$ cat config.mk
export PLATFORM = sky130hd
export DESIGN_NAME = pipe_stall_ctrl_flat
export DESIGN_NICKNAME = d
export VERILOG_FILES = /design/src/rtl/pipe_stall_ctrl_pkg.sv /design/src/rtl/pipe_stall_ctrl_if.sv /design/src/rtl/pipe_stall_ctrl_ex_op_seq.sv /design/src/rtl/pipe_stall_ctrl.sv /design/src/flat_wrapper.sv
export SDC_FILE = /design/constraint.sdc
export NUM_CORES = 1
export LEC_CHECK = 0
export CORE_UTILIZATION = 35
export CTS_CLUSTER_DIAMETER = 60
export DETAILED_ROUTE_END_ITERATION = 10
export PLACE_DENSITY_LB_ADDON = 0.3
export SLEW_MARGIN = 20
export SYNTH_ARGS = -nofsm -noshare
export SYNTH_HDL_FRONTEND = slang
export SYNTH_SLANG_ARGS = --single-unit
$ cat constraint.sdc
create_clock -name clk -period 5.3 [get_ports clk]
set_input_delay 1.59 -clock clk [delete_from_list [all_inputs] [get_ports clk]]
set_output_delay 1.59 -clock clk [all_outputs]
set_load 0.005 [all_outputs]
$ cat src/rtl/pipe_stall_ctrl_pkg.sv
`default_nettype none
// ============================================================================
// Module   : pipe_ctrl_pkg
// Purpose  : Shared stall encodings, stage indices and sequencer state type
//            for the pipeline stall controller.
// Revision : 1.0 - initial release
// ============================================================================
package pipe_ctrl_pkg;

  // Stage positions inside the stall vector
  localparam int STG_PC  = 0;
  localparam int STG_IF  = 1;
  localparam int STG_ID  = 2;
  localparam int STG_EX  = 3;
  localparam int STG_MEM = 4;
  localparam int STG_WB  = 5;

  localparam int STALL_W = 6;

  // Stall vector encodings; MEM and WB are never held
  localparam logic [STALL_W-1:0] STALL_NONE = 6'b000000;
  localparam logic [STALL_W-1:0] STALL_ID   = 6'b000111;
  localparam logic [STALL_W-1:0] STALL_EX   = 6'b001111;

  // Multi-cycle EX operation sequencer states
  typedef enum logic [1:0] {
    IDLE = 2'd0,
    BUSY = 2'd1,
    DONE = 2'd2
  } seq_state_t;

endpackage : pipe_ctrl_pkg
`default_nettype wire

$ cat src/rtl/pipe_stall_ctrl_if.sv
`default_nettype none
// ============================================================================
// Module   : pipe_stall_ctrl_if
// Purpose  : Request/control bundle between the pipeline stages (master)
//            and the central stall controller (slave).
// Revision : 1.0 - initial release
// ============================================================================
interface pipe_stall_ctrl_if #(
  parameter int CNT_W  = 6,
  parameter int PERF_W = 32
);
  logic              id_stall_req;
  logic              ex_op_start;
  logic [CNT_W-1:0]  ex_op_cycles;
  logic              ex_op_cancel;
  logic              flush_req;
  logic [5:0]        stall;
  logic              flush;
  logic              ex_op_busy;
  logic              ex_op_done;
  logic [PERF_W-1:0] stall_cycles;

  modport master (
    output id_stall_req, ex_op_start, ex_op_cycles, ex_op_cancel, flush_req,
    input  stall, flush, ex_op_busy, ex_op_done, stall_cycles
  );

  modport slave (
    input  id_stall_req, ex_op_start, ex_op_cycles, ex_op_cancel, flush_req,
    output stall, flush, ex_op_busy, ex_op_done, stall_cycles
  );
endinterface : pipe_stall_ctrl_if
`default_nettype wire

$ cat src/rtl/pipe_stall_ctrl_ex_op_seq.sv
`default_nettype none
// ============================================================================
// Module   : ex_op_seq
// Purpose  : Multi-cycle EX operation sequencer. Holds EX for N cycles
//            (counting the start cycle) and then pulses done for one cycle.
// Revision : 1.0 - initial release
// ============================================================================
module ex_op_seq
  import pipe_ctrl_pkg::*;
#(
  parameter int CNT_W = 6
) (
  input  wire logic             clk,
  input  wire logic             reset,
  input  wire logic             ex_op_start,
  input  wire logic [CNT_W-1:0] ex_op_cycles,
  input  wire logic             ex_op_cancel,
  input  wire logic             flush_req,
  output logic                  ex_stall,
  output logic                  ex_op_busy,
  output logic                  ex_op_done
);

  seq_state_t       r_state;
  seq_state_t       w_state_nxt;
  logic [CNT_W-1:0] r_cnt;
  logic [CNT_W-1:0] w_cnt_nxt;
  logic             w_accept;

  // A start is only taken from IDLE, with a non-zero length, and never
  // alongside a flush (the flushed instruction must not begin an op).
  assign w_accept = (r_state == IDLE) && ex_op_start &&
                    (ex_op_cycles != '0) && !flush_req;

  // State register and remaining-cycle counter
  always_ff @(posedge clk) begin
    if (reset) begin
      r_state <= IDLE;
      r_cnt   <= '0;
    end else begin
      r_state <= w_state_nxt;
      r_cnt   <= w_cnt_nxt;
    end
  end

  // Next-state: flush dominates, cancel aborts BUSY, count down to DONE
  always_comb begin
    w_state_nxt = r_state;
    w_cnt_nxt   = r_cnt;
    if (flush_req) begin
      w_state_nxt = IDLE;
      w_cnt_nxt   = '0;
    end else begin
      case (r_state)
        IDLE: begin
          if (w_accept) begin
            w_cnt_nxt   = ex_op_cycles - CNT_W'(1);
            w_state_nxt = (ex_op_cycles == CNT_W'(1)) ? DONE : BUSY;
          end
        end
        BUSY: begin
          if (ex_op_cancel) begin
            w_state_nxt = IDLE;
            w_cnt_nxt   = '0;
          end else if (r_cnt == CNT_W'(1)) begin
            w_state_nxt = DONE;
            w_cnt_nxt   = '0;
          end else begin
            w_cnt_nxt   = r_cnt - CNT_W'(1);
          end
        end
        DONE: begin
          w_state_nxt = IDLE;
          w_cnt_nxt   = '0;
        end
        default: begin
          w_state_nxt = IDLE;
          w_cnt_nxt   = '0;
        end
      endcase
    end
  end

  // Outputs: stall on the accept cycle and through BUSY unless cancelled
  always_comb begin
    ex_stall   = w_accept || ((r_state == BUSY) && !ex_op_cancel);
    ex_op_busy = w_accept || (r_state == BUSY);
    ex_op_done = (r_state == DONE) && !flush_req;
  end

endmodule : ex_op_seq
`default_nettype wire

$ cat src/rtl/pipe_stall_ctrl.sv
`default_nettype none
// ============================================================================
// Module   : pipe_stall_ctrl
// Purpose  : Central pipeline control: merges ID/EX stall requests, arbitrates
//            flush over stall, and keeps a saturating stall-cycle counter.
// Revision : 1.0 - initial release
// ============================================================================
module pipe_stall_ctrl
  import pipe_ctrl_pkg::*;
#(
  parameter int CNT_W  = 6,
  parameter int PERF_W = 32
) (
  input wire logic          clk,
  input wire logic          reset,
  pipe_stall_ctrl_if.slave  bus
);

  logic              w_ex_stall;
  logic              w_ex_busy;
  logic              w_ex_done;
  logic [5:0]        w_stall;
  logic [PERF_W-1:0] r_stall_cycles;

  ex_op_seq #(
    .CNT_W (CNT_W)
  ) u_ex_op_seq (
    .clk          (clk),
    .reset        (reset),
    .ex_op_start  (bus.ex_op_start),
    .ex_op_cycles (bus.ex_op_cycles),
    .ex_op_cancel (bus.ex_op_cancel),
    .flush_req    (bus.flush_req),
    .ex_stall     (w_ex_stall),
    .ex_op_busy   (w_ex_busy),
    .ex_op_done   (w_ex_done)
  );

  // Priority merge: reset > flush > EX stall > ID stall
  always_comb begin
    w_stall = STALL_NONE;
    if (reset || bus.flush_req) begin
      w_stall = STALL_NONE;
    end else if (w_ex_stall) begin
      w_stall = STALL_EX;
    end else if (bus.id_stall_req) begin
      w_stall = STALL_ID;
    end
  end

  // Saturating count of cycles in which any stage was held
  always_ff @(posedge clk) begin
    if (reset) begin
      r_stall_cycles <= '0;
    end else if ((w_stall != STALL_NONE) && (r_stall_cycles != '1)) begin
      r_stall_cycles <= r_stall_cycles + PERF_W'(1);
    end
  end

  // Drive the bus; every output reads zero while reset is held
  always_comb begin
    bus.stall        = w_stall;
    bus.flush        = !reset && bus.flush_req;
    bus.ex_op_busy   = !reset && w_ex_busy;
    bus.ex_op_done   = !reset && w_ex_done;
    bus.stall_cycles = reset ? '0 : r_stall_cycles;
  end

endmodule : pipe_stall_ctrl
`default_nettype wire

$ cat src/flat_wrapper.sv
// flat-port wrapper written by rule: the top's interface ports become plain ports
module pipe_stall_ctrl_flat import pipe_ctrl_pkg::*;
#(
  parameter int CNT_W  = 6,
  parameter int PERF_W = 32
)
  (clk, reset, bus_id_stall_req, bus_ex_op_start, bus_ex_op_cycles, bus_ex_op_cancel, bus_flush_req, bus_stall, bus_flush, bus_ex_op_busy, bus_ex_op_done, bus_stall_cycles);
  pipe_stall_ctrl_if #(.CNT_W(CNT_W), .PERF_W(PERF_W)) bus_i ();
  input wire logic clk;
  input wire logic reset;
  input wire logic [$bits(bus_i.id_stall_req)-1:0] bus_id_stall_req;
  input wire logic [$bits(bus_i.ex_op_start)-1:0] bus_ex_op_start;
  input wire logic [$bits(bus_i.ex_op_cycles)-1:0] bus_ex_op_cycles;
  input wire logic [$bits(bus_i.ex_op_cancel)-1:0] bus_ex_op_cancel;
  input wire logic [$bits(bus_i.flush_req)-1:0] bus_flush_req;
  output wire logic [$bits(bus_i.stall)-1:0] bus_stall;
  output wire logic [$bits(bus_i.flush)-1:0] bus_flush;
  output wire logic [$bits(bus_i.ex_op_busy)-1:0] bus_ex_op_busy;
  output wire logic [$bits(bus_i.ex_op_done)-1:0] bus_ex_op_done;
  output wire logic [$bits(bus_i.stall_cycles)-1:0] bus_stall_cycles;
  assign bus_i.id_stall_req = bus_id_stall_req;
  assign bus_i.ex_op_start = bus_ex_op_start;
  assign bus_i.ex_op_cycles = bus_ex_op_cycles;
  assign bus_i.ex_op_cancel = bus_ex_op_cancel;
  assign bus_i.flush_req = bus_flush_req;
  assign bus_stall = bus_i.stall;
  assign bus_flush = bus_i.flush;
  assign bus_ex_op_busy = bus_i.ex_op_busy;
  assign bus_ex_op_done = bus_i.ex_op_done;
  assign bus_stall_cycles = bus_i.stall_cycles;
  pipe_stall_ctrl #(.CNT_W(CNT_W), .PERF_W(PERF_W)) u_core (.clk(clk), .reset(reset), .bus(bus_i));
endmodule
## After elaboration in Yosys (flattened, before gate mapping)

Index checks and enable logic that the tools add are counted.

| cells by class | value |
|---|---|
| add/subtract/negate cells | 3 |
| multiplexer cells | 13 |
| reduce and logical (&&, ||, !) cells | 20 |
| equality and inequality tests | 7 |

Operators by type and width:

| cell | count |
|---|---|
| $add A32 B1 Y32 const B | 1 |
| $mux W32 | 1 |
| $ne A32 B32 Y1 const B | 1 |
| $mux W6 | 5 |
| $eq A6 B1 Y1 const B | 2 |
| $pmux W6 S2 | 1 |
| $reduce_bool A6 Y1 | 2 |
| $sub A6 B1 Y6 const B | 2 |
| $logic_and A1 B1 Y1 | 9 |
| $mux W2 | 4 |
| $pmux W2 S2 | 1 |
| $logic_not A1 Y1 | 3 |
| $logic_or A1 B1 Y1 | 3 |
| $mux W3 | 1 |
| $ne A3 B3 Y1 const B | 1 |
| $eq A2 B1 Y1 const B | 1 |
| $eq A2 B2 Y1 const B | 1 |
| $logic_not A2 Y1 | 1 |
| $ne A2 B2 Y1 const B | 1 |
| $reduce_and A2 Y1 | 1 |
| $reduce_or A2 Y1 | 1 |

| word-level totals | value |
|---|---|
| register bits after elaboration | 40 |
| logic and storage cells | 46 |
| output and inout bits | 41 |
| bits of input ports | 12 |

## Logic depth before layout (Yosys ltp)

Gate-level depths: netlist of run 1.

| depth | value |
|---|---|
| word-level depth | 9 |
| depth in mapped cells | 8 |
| mapped depth without buffers | 8 |

## Modules after synthesis

Synthesis of run 1 repeated with hierarchy kept, for this count alone.

| unflattened totals | value |
|---|---|
| cell total of the unflattened synthesis | 303 |
| area, all modules | 2526.2 um^2 |

Modules (own cells, without submodules):

| module | cells an instance | area an instance (um^2) | seq. area each (um^2) | times used |
|---|---|---|---|---|
| pipe_stall_ctrl | 232 | 1903.1 | 640.6 | 1 |
| ex_op_seq | 71 | 623.1 | 160.2 | 1 |

## Least setup slack after synthesis of run 1

Ideal clock, no wire load.

| timing path | value |
|---|---|
| path kind | input port to output port |
| start | input port bus_ex_op_cycles[1] |
| end | output port bus_stall[1] |
| cell stages on the path | 7 |
| arrival | 3001 ps |
| data required time | 3710 ps |
| setup slack | 709 ps |
| path buffers | 1 |
| path through | inv_1 ha_1 or4b_1 o21a_4 o21ai_2 inv_1 buf_4 |

| on the way | value |
|---|---|
| word-level cells in the longest chain between the ends | 6 |

RTL lines:

| element | RTL line | text |
|---|---|---|
| start: declaration | flat_wrapper.sv:13 | `input wire logic [$bits(bus_i.ex_op_cycles)-1:0] bus_ex_op_cycles;` |
| $reduce_bool A6 Y1 | pipe_stall_ctrl_ex_op_seq.sv:33 | `(ex_op_cycles != '0) && !flush_req;` |
| $logic_and A1 B1 Y1 | pipe_stall_ctrl_ex_op_seq.sv:32 | `assign w_accept = (r_state == IDLE) && ex_op_start &&` |
| $logic_and A1 B1 Y1 | pipe_stall_ctrl_ex_op_seq.sv:33 |  |
| $logic_or A1 B1 Y1 | pipe_stall_ctrl_ex_op_seq.sv:86 | `ex_stall = w_accept \|\| ((r_state == BUSY) && !ex_op_cancel);` |
| $mux W6 | pipe_stall_ctrl.sv:44 | `end else if (w_ex_stall) begin` |
| $mux W6 | pipe_stall_ctrl.sv:42 | `if (reset \|\| bus.flush_req) begin` |
| end: declaration | flat_wrapper.sv:16 | `output wire logic [$bits(bus_i.stall)-1:0] bus_stall;` |

Every way passes these cells.

## Final worst setup path of run 1

| timing path | value |
|---|---|
| start | input port bus_ex_op_cycles[0] |
| end | output port bus_ex_op_busy |

| on the way | value |
|---|---|
| word-level cells in the longest chain between the ends | 5 |

RTL lines:

| element | RTL line | text |
|---|---|---|
| $reduce_bool A6 Y1 | pipe_stall_ctrl_ex_op_seq.sv:33 |  |
| $logic_and A1 B1 Y1 | pipe_stall_ctrl_ex_op_seq.sv:32 |  |
| $logic_and A1 B1 Y1 | pipe_stall_ctrl_ex_op_seq.sv:33 |  |
| $logic_or A1 B1 Y1 | pipe_stall_ctrl_ex_op_seq.sv:87 | `ex_op_busy = w_accept \|\| (r_state == BUSY);` |
| $logic_and A1 B1 Y1 | pipe_stall_ctrl.sv:64 | `bus.ex_op_busy = !reset && w_ex_busy;` |
| end: declaration | flat_wrapper.sv:18 | `output wire logic [$bits(bus_i.ex_op_busy)-1:0] bus_ex_op_busy;` |

Every way passes these cells.

==> results.yml, run 1 <==
status:
  run_status: "complete, no violations"
grt:
  grt_pass1_vias: 2313
  grt_max_degree: 32
  antenna_found_initial: 0
  grt_pass1_wl_um: 10600
  grt.total_usage_pct: 17.5
  overflow: 0
place:
  dp_hpwl_um: 4810
  dpl_cell_area_um2: 3230
  dp_slack_ns: -0.0134
  numPlacedInstances: 463
  portBuffers: 50
  gp_congestion: 0.786
synth:
  synth_common_cells: "dfxtp_1 (40), nor2_1 (36), nor2b_1 (32)"
  synth_ff_type: "dfxtp_1"
  synth-edff-count: 0
  synth_top_cell_area_share_pct: 31.2
  avgSynthCellArea_um2: 8.17
  postSynthCellCount: 314
  synthTopCellsByArea: "dfxtp_1 (31%), mux2_2 (8.3%), nor2b_1 (7.8%), nor2_1 (5.3%), nor3_1 (3.7%)"
  ys_types: 49
  yosysWarnings: 0
  mappedNetlistArea_um2: 2560
  yosysTopAreaCell: "dfxtp_1"
  yosysMostFrequentCell: "dfxtp_1"
  ys_async_sr_fraction_pct: 0
  ys_seq_area_share_pct: 31.2
  ys_ff_latch: 40
sta:
  finClkSkew_ns: 0.00752
  setup_viol: 0
  hold_ws_ns: 0.503
  fin_crit_sh_pct: 97.3
  timing.final.ws_setup_ns: 0.142
  slew_headroom_pct: 32.4
  slew_viol_final: 0
  rsz0062_at_grt: "false"
  min_period_ns: 5.16
  fmax_mhz: 194
  worst_pin_slew_ns: 1.00
  hold_violations: 0
critical_path:
  crit_path_end_kind: "primary output"
  cp_num_buf_inv: 3
  arrival_ns: 3.57
  startpoint_type: "primary input"
  path_max_fanout: 2
  crit_slowest_cell: "or4b_4"
  cpPeakStageDelay_ns: 0.47
  cp.required_ns: 3.71
  crit_type: "primary input to primary output"
  cp_top_family: "buffers and inverters"
  cp_cell_sequence: "clkdlybuf4s50_1, inv_1, ha_1, or4b_4, o21ai_1, o21ai_1, nor2b_1, clkdlybuf4s50_1"
cts:
  cts_hold_buf: 0
  clk_pin_slew_worst_paths_ns: 0.08
  clk_latency_ns: 0.29
  cts_tree: "yes"
  clock-root-buffer: "clkbuf_8"
  ctsLongestPathBuffers: 2
  clock_sinks: 40
  htreeDepth: 2
  cts_buffers: 5
power_and_ir_drop:
  ir_drop_mv: 0.104
  power.density_nw_per_um2: 189
  p_leak_uw: 0.00124
cells_and_area:
  final_area_um2: 3370
  multiInputGateArea_um2: 1680
  antenna_cells: 0
  final_nets: 393
  final_cells: 472
  regArea_um2: 801
  area_growth_pct: 31.3
  fillers: 686
  final_layout_size_suffix_gt1_share_pct: 15.2
die:
  core_area_um2: 6940
  die_y_um: 87.6
  die_w_um: 87.6
  io_pins: 53
  rows: 30
  initial_core_util_pct: 36.9
  die_area_um2: 7670
routing:
  antenna_left: 0
  routed_wl_um: 6490
  firstDrtPassIters: 4
  drt-wirelength-per-cell_um: 13.7
  via_per_inst: 5.33
  drc: 0
  drt_iter0_drc: 93
  vias: 2515
run:
  maxCapViolCount: 0
worst_hold_path:
  min_path_type: "flip-flop to flip-flop"
==> timing repair <==
item                                    CTS  global route
gates resized for setup                   1             8
buffers inserted                          0             1
endpoints found under the setup margin    4             5
hold endpoints to repair                  0             0
==> worst reg2reg max path: stages (launching register included) <==
cell and delay [ns]:
dfxtp_1 0.42, and4_1 0.27, nand4_1 0.28, nor3_1 0.87
or4_1 0.22, mux2_2 0.33
==> layer usage <==
layer  vias up  part of all wire [%]  track usage [%]
met3         6                   4.2             3.30
met5         -                     0                0
met1      1190                    47             23.4
met2        56                    48             29.3
li1       1263                     -                -
met4         0                  0.69             4.47
==> report_power, final <==
group,switching [µW],leakage [µW],internal (µW)
Clock,114,0.0000541,139
Combinational,39.8,0.000861,36.9
Sequential,3.52,0.000323,303
==> stage by stage <==
stage,total power [µW],setup TNS [ns],utilization (%)
floorplan,357,0,-
global placement,387,-0.0193,46.5
detailed placement,389,-0.0279,46.5
CTS,643,0,48.1
global route,665,0,48.5
finish,636,0,48.5
==> final timing paths <==
path,start,endpoint,slack [ns],cells after the start
setup reg to reg,u_core.r_stall_cycles[25],u_core.r_stall_cycles[8],2.80,5
hold / removal,u_core.u_ex_op_seq.r_cnt[5],u_core.u_ex_op_seq.r_cnt[5],0.50,2
setup / recovery,bus_ex_op_cycles[0],bus_ex_op_busy,0.14,8
hold reg to reg,u_core.u_ex_op_seq.r_cnt[5],u_core.u_ex_op_seq.r_cnt[5],0.50,2
==> cells in the final DEF, fill, tap and decap left out, drive strengths merged, types with 13 or more instances in the layout <==
cell type,n
buf,16
nor2,36
mux2,20
nor3,19
nand3,13
dfxtp,40
nor2b,32
o21ai,15
clkdlybuf4s50,45
nand2,18
==> registers in the layout, indices dropped and copies added, names as in the netlist <==
name,flops
u_core.u_ex_op_seq.r_state,2
u_core.u_ex_op_seq.r_cnt,6
u_core.r_stall_cycles,32
==> area by class of cell <==
type | instances | area share, %
clock inverters | 3 | 1.26
well taps | 96 | 3.57
flip-flops and latches | 40 | 23.8
inverters | 10 | 1.11
repair buffers | 65 | 18.4
multi-input cells | 253 | 49.9
clock buffers | 5 | 2.04
==> cell families after synthesis <==
group	after synthesis	share of synthesized area, %
flops	40	31.2
fa+ha+maj	6	2.93
buf+inv	22	3.85
xor+xnor	8	2.73
other cells	1	0.146
simple gates	172	37.7
compound gates	45	12.7
mux	20	8.78
(Power assumes the default switching activity.)
==> run 2, diff against run 1 <==
- CORE_UTILIZATION: 35 -> 55
- PLACE_DENSITY_LB_ADDON: 0.3 -> 0.05
==> run 2 against run 1 <==
Compared with the run above:
- non-clock buffer count unchanged
- register-to-register slack got worse by 0.04 ns
- sequential power hardly changed
- critical path depth stayed put
- global-route usage up 8.2 points
- via count is 1.0% higher
- utilization rose by 26 points
- die area fell by 36%
- worst setup slack got worse by 0.054 ns
- sequential share of layout area grew 0.47 points
- routed wire length fell by 4.0%
- critical endpoint unchanged
==> results.yml, run 2 (synthesis gave the netlist of run 1 again) <==
cells_and_area:
  fillers: 366
  final_cells: 428
  final_nets: 393
  largest_reg_flops: 32
  antenna_cells: 0
  reg_top3: "u_core.r_stall_cycles: 32 flops, u_core.u_ex_op_seq.r_cnt: 6 flops, u_core.u_ex_op_seq.r_state: 2 flops"
  area_growth_pct: 28.8
  final_cell_mix: "clkdlybuf4s50_1 (46), dfxtp_1 (40), nor2_1 (36), nor2b_1 (32)"
  largest_register: "u_core.r_stall_cycles"
  final_common_cell: "clkdlybuf4s50_1"
  final_layout_size_suffix_gt1_share_pct: 16.0
routing:
  routed_wl_um: 6230
  vias: 2541
  drt_iter0_drc: 156
  drc: 0
  firstDrtPassIters: 4
  via_per_inst: 5.94
  drt-wirelength-per-cell_um: 14.6
  antenna_left: 0
place:
  numPlacedInstances: 418
  portBuffers: 50
  dp_hpwl_um: 4650
  gp_congestion: 0.828
  dp_slack_ns: -0.0354
sta:
  min_period_ns: 5.21
  fmax_mhz: 192
  fin_crit_sh_pct: 98.3
  rsz0062_at_grt: "false"
  setup_viol: 0
  slew_viol_final: 0
  slew_headroom_pct: 35.2
  hold_violations: 0
  timing.final.ws_setup_ns: 0.0877
  finClkSkew_ns: 0.00511
  worst_pin_slew_ns: 0.965
worst_hold_path:
  worstHoldPathCells: 1
  min-delay-start: "u_core.r_stall_cycles[5]"
  min_path_type: "flip-flop to flip-flop"
critical_path:
  crit_path_end_kind: "primary output"
  rr_worst_depth: 5
  cpPeakStageDelay_ns: 0.48
  crit_type: "primary input to primary output"
  arrival_ns: 3.62
  cp-startpoint: "bus_ex_op_cycles[0]"
  crit-reg2reg-launch: "u_core.r_stall_cycles[18]"
  cp_cell_sequence: "clkdlybuf4s50_1, inv_2, ha_1, or4b_4, o21ai_2, o21ai_0, nor2b_1, clkdlybuf4s50_1"
  path_max_fanout: 2
  crit_slowest_cell: "or4b_4"
  startpoint_type: "primary input"
  worst_path_most_repeated_cell: "clkdlybuf4s50_1"
  cp.required_ns: 3.71
cts:
  ctsLongestPathBuffers: 2
  cts_hold_buf: 0
  cts_tree: "yes"
  clk_pin_slew_worst_paths_ns: 0.08
  clock-root-buffer: "clkbuf_8"
  clk_latency_ns: 0.30
  cts_buffers: 5
  htreeDepth: 2
  clock_sinks: 40
grt:
  overflow: 0
  grt_pass1_vias: 2350
  antenna_found_initial: 0
  grt.total_usage_pct: 25.7
  grt_pass1_wl_um: 10300
  grt_max_degree: 34
power_and_ir_drop:
  ir_drop_mv: 0.135
  power.density_nw_per_um2: 181
  p_leak_uw: 0.00122
die:
  core_area_um2: 4410
  initial_core_util_pct: 58.1
  die_area_um2: 4940
  rows: 24
  die_y_um: 70.3
  io_pins: 53
  die_w_um: 70.3
status:
  run_status: "complete, no violations"
run:
  maxCapViolCount: 0
run 2: changes by cell type in the layout (fill, tap and decap cells not counted), sizes merged:
cell | before | now
clkinv | 1 | 2
dlymetal6s2s | 4 | 3
clkbuf | 5 | 6
bufinv | 1 | 0
clkinvlp | 1 | 0
clkdlybuf4s50 | 45 | 46
run 2: layer usage:
layer	vias up	track usage, %	wire length [µm]
met5	-	0	0
met3	10	5.19	325
li1	1262	-	-
met4	0	10.4	97
met2	72	43.0	3100
met1	1197	32.1	2710
run 2: final cells by class:
cell class / instances / area (µm²) / share of cell area (%)
tap: 52 / 65.1 / 1.97
clock inverter: 2 / 10.0 / 0.303
timing repair buffer: 65 / 616 / 18.6
multi-input combinational: 253 / 1690 / 51.2
inverter: 10 / 37.5 / 1.14
clock buffer: 6 / 82.6 / 2.50
sequential: 40 / 801 / 24.2
run 2: where the power goes:
group          internal (µW)  switching (µW)
Combinational           37.0            40.2
Clock                    104             110
Sequential               303            3.86
run 2: through the flow:
stage | hold slack (ns) | TNS, ns | instance area (µm²) | total power, µW | util (%)
detailed placement | 0.502 | -0.0667 | 3170 | 388 | 71.7
finish | 0.514 | 0 | 3300 | 598 | 74.8
CTS | 0.515 | 0 | 3260 | 599 | 73.9
global route | 0.573 | 0 | 3300 | 621 | 74.8
floorplan | 0.458 | 0 | 2570 | 357 | -
global placement | 0.482 | 0 | 3170 | 386 | 71.7
run 2: final timing paths:
check / endpoint / slack (ns)
worst max-delay path: bus_ex_op_busy / 0.09
worst min-delay path: u_core.r_stall_cycles[5] / 0.51
worst max register to register: u_core.r_stall_cycles[8] / 2.76
worst min register to register: u_core.r_stall_cycles[5] / 0.51
run 2: critical path: cells and delay by family:
| family | cells | cell delay [ns] |
|---|---|---|
| AO/OA/AOI/OAI | 2 | 0.27 |
| AND/OR/NAND/NOR | 2 | 0.63 |
| buffers and inverters | 3 | 0.99 |
| adder cells (fa/ha/maj) | 1 | 0.13 |
run 2: repair_timing:
item | in CTS | in global routing
endpoints found under the hold margin | 0 | 0
buffers inserted | 0 | 2
cloned | 0 | 0
gates resized for setup | 2 | 7
pin swaps | 0 | 1
setup endpoints to repair | 4 | 5
==> run 3, diff against run 2 <==
- ABC_AREA: unset -> 1
- CORE_UTILIZATION: 55 -> 49
- SYNTH_HIERARCHICAL: unset -> 1
- clock period: 5.3 -> 4.61 ns (I/O delays scaled with it)
==> run 3 against run 2 <==
Compared with the run above:
- die area is 33% higher
- sequential share of layout area is 2.5 points lower
- clock skew is 0.0069 ns higher
- routed wire length is 20% higher
- hold slack worse by 0.0063 ns
- total power is 15% higher
- via count is 25% higher
- highest routed layer unchanged
==> results.yml, run 3 <==
power_and_ir_drop:
  ir_drop_mv: 0.181
  p_int_uw: 503
  pwr-share-comb_pct: 12.1
  power_frac_clock_pct: 36.8
  swShare_pct: 26.6
  switching_power_uw: 183
  power.density_nw_per_um2: 187
  power_uw: 686
  p_seq_share_pct: 51.1
  p_leak_uw: 0.00142
status:
  run_status: "complete, no violations"
critical_path:
  crit_type: "primary input to primary output"
  arrival_ns: 3.10
  crit_path_end_kind: "primary output"
  crit-reg2reg-launch: "u_core/u_ex_op_seq/r_state[0]"
  startpoint_type: "primary input"
  path_max_fanout: 4
  rr_worst_depth: 12
  r2r_slack_ns: 2.47
  rr_endpoint: "u_core/r_stall_cycles[30]"
  cp.required_ns: 3.23
place:
  portBuffers: 50
  gp_congestion: 0.929
  dp_hpwl_um: 5660
  numPlacedInstances: 614
  dpl_cell_area_um2: 3580
cts:
  clk_pin_slew_worst_paths_ns: 0.08
  clk_latency_ns: 0.30
  clock_sinks: 40
  cts_buffers: 5
  clock-root-buffer: "clkbuf_8"
  cts_tree: "yes"
  htreeDepth: 2
  ctsLongestPathBuffers: 2
routing:
  drt_iter0_drc: 229
  routed_wl_um: 7470
  firstDrtPassIters: 5
  vias: 3176
  antenna_left: 0
  via_per_inst: 5.11
  drt-wirelength-per-cell_um: 12.0
  drc: 0
sta:
  setup_viol: 0
  fin_crit_sh_pct: 97.1
  hold_violations: 0
  setup_tns_ns: 0
  fmax_mhz: 223
  worst_pin_slew_ns: 0.681
  min_period_ns: 4.48
  rsz0062_at_grt: "false"
  slew_headroom_pct: 54.4
  slew_viol_final: 0
  finClkSkew_ns: 0.0120
synth:
  synth_ff_type: "dfxtp_1"
  avgSynthCellArea_um2: 6.08
  yosysWarnings: 6
  ys_async_sr_fraction_pct: 0
  synth-edff-count: 0
  postSynthCellCount: 502
  mappedNetlistArea_um2: 3050
  ys_ff_latch: 40
  ys_seq_area_share_pct: 26.2
  ys_types: 35
  synth_common_cells: "nor2_1 (112), nand2_1 (104), inv_1 (62)"
  synthTopCellsByArea: "dfxtp_1 (26%), nor2_1 (14%), nand2_1 (13%), inv_1 (7.6%), nand3_1 (7.4%)"
  yosysTopAreaCell: "dfxtp_1"
  synth_top_cell_area_share_pct: 26.2
  yosysMostFrequentCell: "nor2_1"
die:
  rows: 28
  core_area_um2: 5960
  die_w_um: 81.0
  die_area_um2: 6550
  die_y_um: 81.0
  io_pins: 53
  initial_core_util_pct: 51.3
grt:
  grt.total_usage_pct: 25.2
  overflow: 0
  grt_pass1_vias: 2833
  antenna_found_initial: 0
  grt_max_degree: 32
  grt_pass1_wl_um: 12800
cells_and_area:
  final_common_cell: "nor2_1"
  reg_top3: "u_core/r_stall_cycles: 32 flops, u_core/u_ex_op_seq/r_cnt: 6 flops, u_core/u_ex_op_seq/r_state: 2 flops"
  area_growth_pct: 20.4
  final_cell_mix: "nor2_1 (112), nand2_1 (103), inv_1 (62), clkdlybuf4s50_1 (48), nand3_1 (45)"
  largest_register: "u_core/r_stall_cycles"
  fillers: 601
  largest_reg_flops: 32
  antenna_cells: 0
  final_nets: 563
  postLayoutCoreUtil_pct: 61.8
  final_layout_size_suffix_gt1_share_pct: 12.8
  final_cells: 622
  final_area_um2: 3680
run:
  maxCapViolCount: 0
worst_hold_path:
  worstHoldPathCells: 2
  min_to: "u_core/r_stall_cycles[0]"
  min-delay-start: "u_core/r_stall_cycles[0]"
  min_path_type: "flip-flop to flip-flop"
[run 3: logic make-up after synthesis]
logic type                 after synthesis  synth area share [%]
adders and majority gates                5                  2.05
buffers and inverters                   87                  12.7
other                                    1                 0.123
AOI/OAI and AO/OA                       39                  7.17
and+or+nand+nor                        324                  50.0
DFF                                     40                  26.2
xor gates and xnor gates                 6                  1.72
[run 3: layout make-up]
class,count,area [µm²],share of cell area [%]
Sequential cell,40,801,21.8
Timing Repair Buffer,56,563,15.3
Multi-Input combinational cell,376,1870,51.0
Tap cell,75,93.8,2.55
Inverter,67,254,6.90
Clock buffer,6,82.6,2.24
Clock inverter,2,10.0,0.272
[run 3: timing repair]
item	in CTS	in global routing
hold buffers	0	0
buffers inserted	0	0
resized for setup	0	4
setup endpoints to repair	0	4
[run 3: how the worst max path moves through the flow]
stage | depth (start not counted) | to | startpoint
2_1_floorplan | 9 | bus_stall[1] | bus_ex_op_cycles[1]
3_3_place_gp | 9 | bus_stall[2] | bus_ex_op_cycles[0]
3_5_place_dp | 9 | bus_stall[0] | bus_ex_op_cycles[0]
4_1_cts | 9 | bus_stall[0] | bus_ex_op_cycles[0]
5_1_grt | 9 | bus_stall[0] | bus_ex_op_cycles[1]
6_report | 9 | bus_stall[0] | bus_ex_op_cycles[0]
[run 3: power groups by stage]
stage / sequential [µW] / clock (µW) / combinational (µW)
floorplan: 358 / 0 / 55.2
global placement: 359 / 0 / 82.4
detailed placement: 359 / 0 / 83.5
CTS: 351 / 258 / 83.8
global route: 351 / 279 / 93.7
finish: 351 / 252 / 83.2
[run 3: critical path, cell delays in order]
cell and delay [ns]:
clkdlybuf4s50_1 0.48, inv_1 0.05, ha_2 0.21, nand3_2 0.10, nand4_4 0.09, nand2_2 0.08
nor2_1 0.06, nor2_4 0.13, clkdlybuf4s50_1 0.51
[run 3: routing by layer]
layer | GRT usage (%) | vias up | part of all wire (%)
li1 | - | 1650 | -
met1 | 34.0 | 1449 | 50
met2 | 41.1 | 69 | 43
met3 | 4.38 | 8 | 5.0
met4 | 7.14 | 0 | 1.3
met5 | 0 | - | 0
[run 3: through the flow]
step | setup WS, ns | hold WS, ns
final | 0.132 | 0.508
after global routing | 0.00576 | 0.541
after CTS | 0.0473 | 0.506
after detailed placement | 0.0567 | 0.494
after global placement | 0.110 | 0.484
after floorplan | 0.749 | 0.467
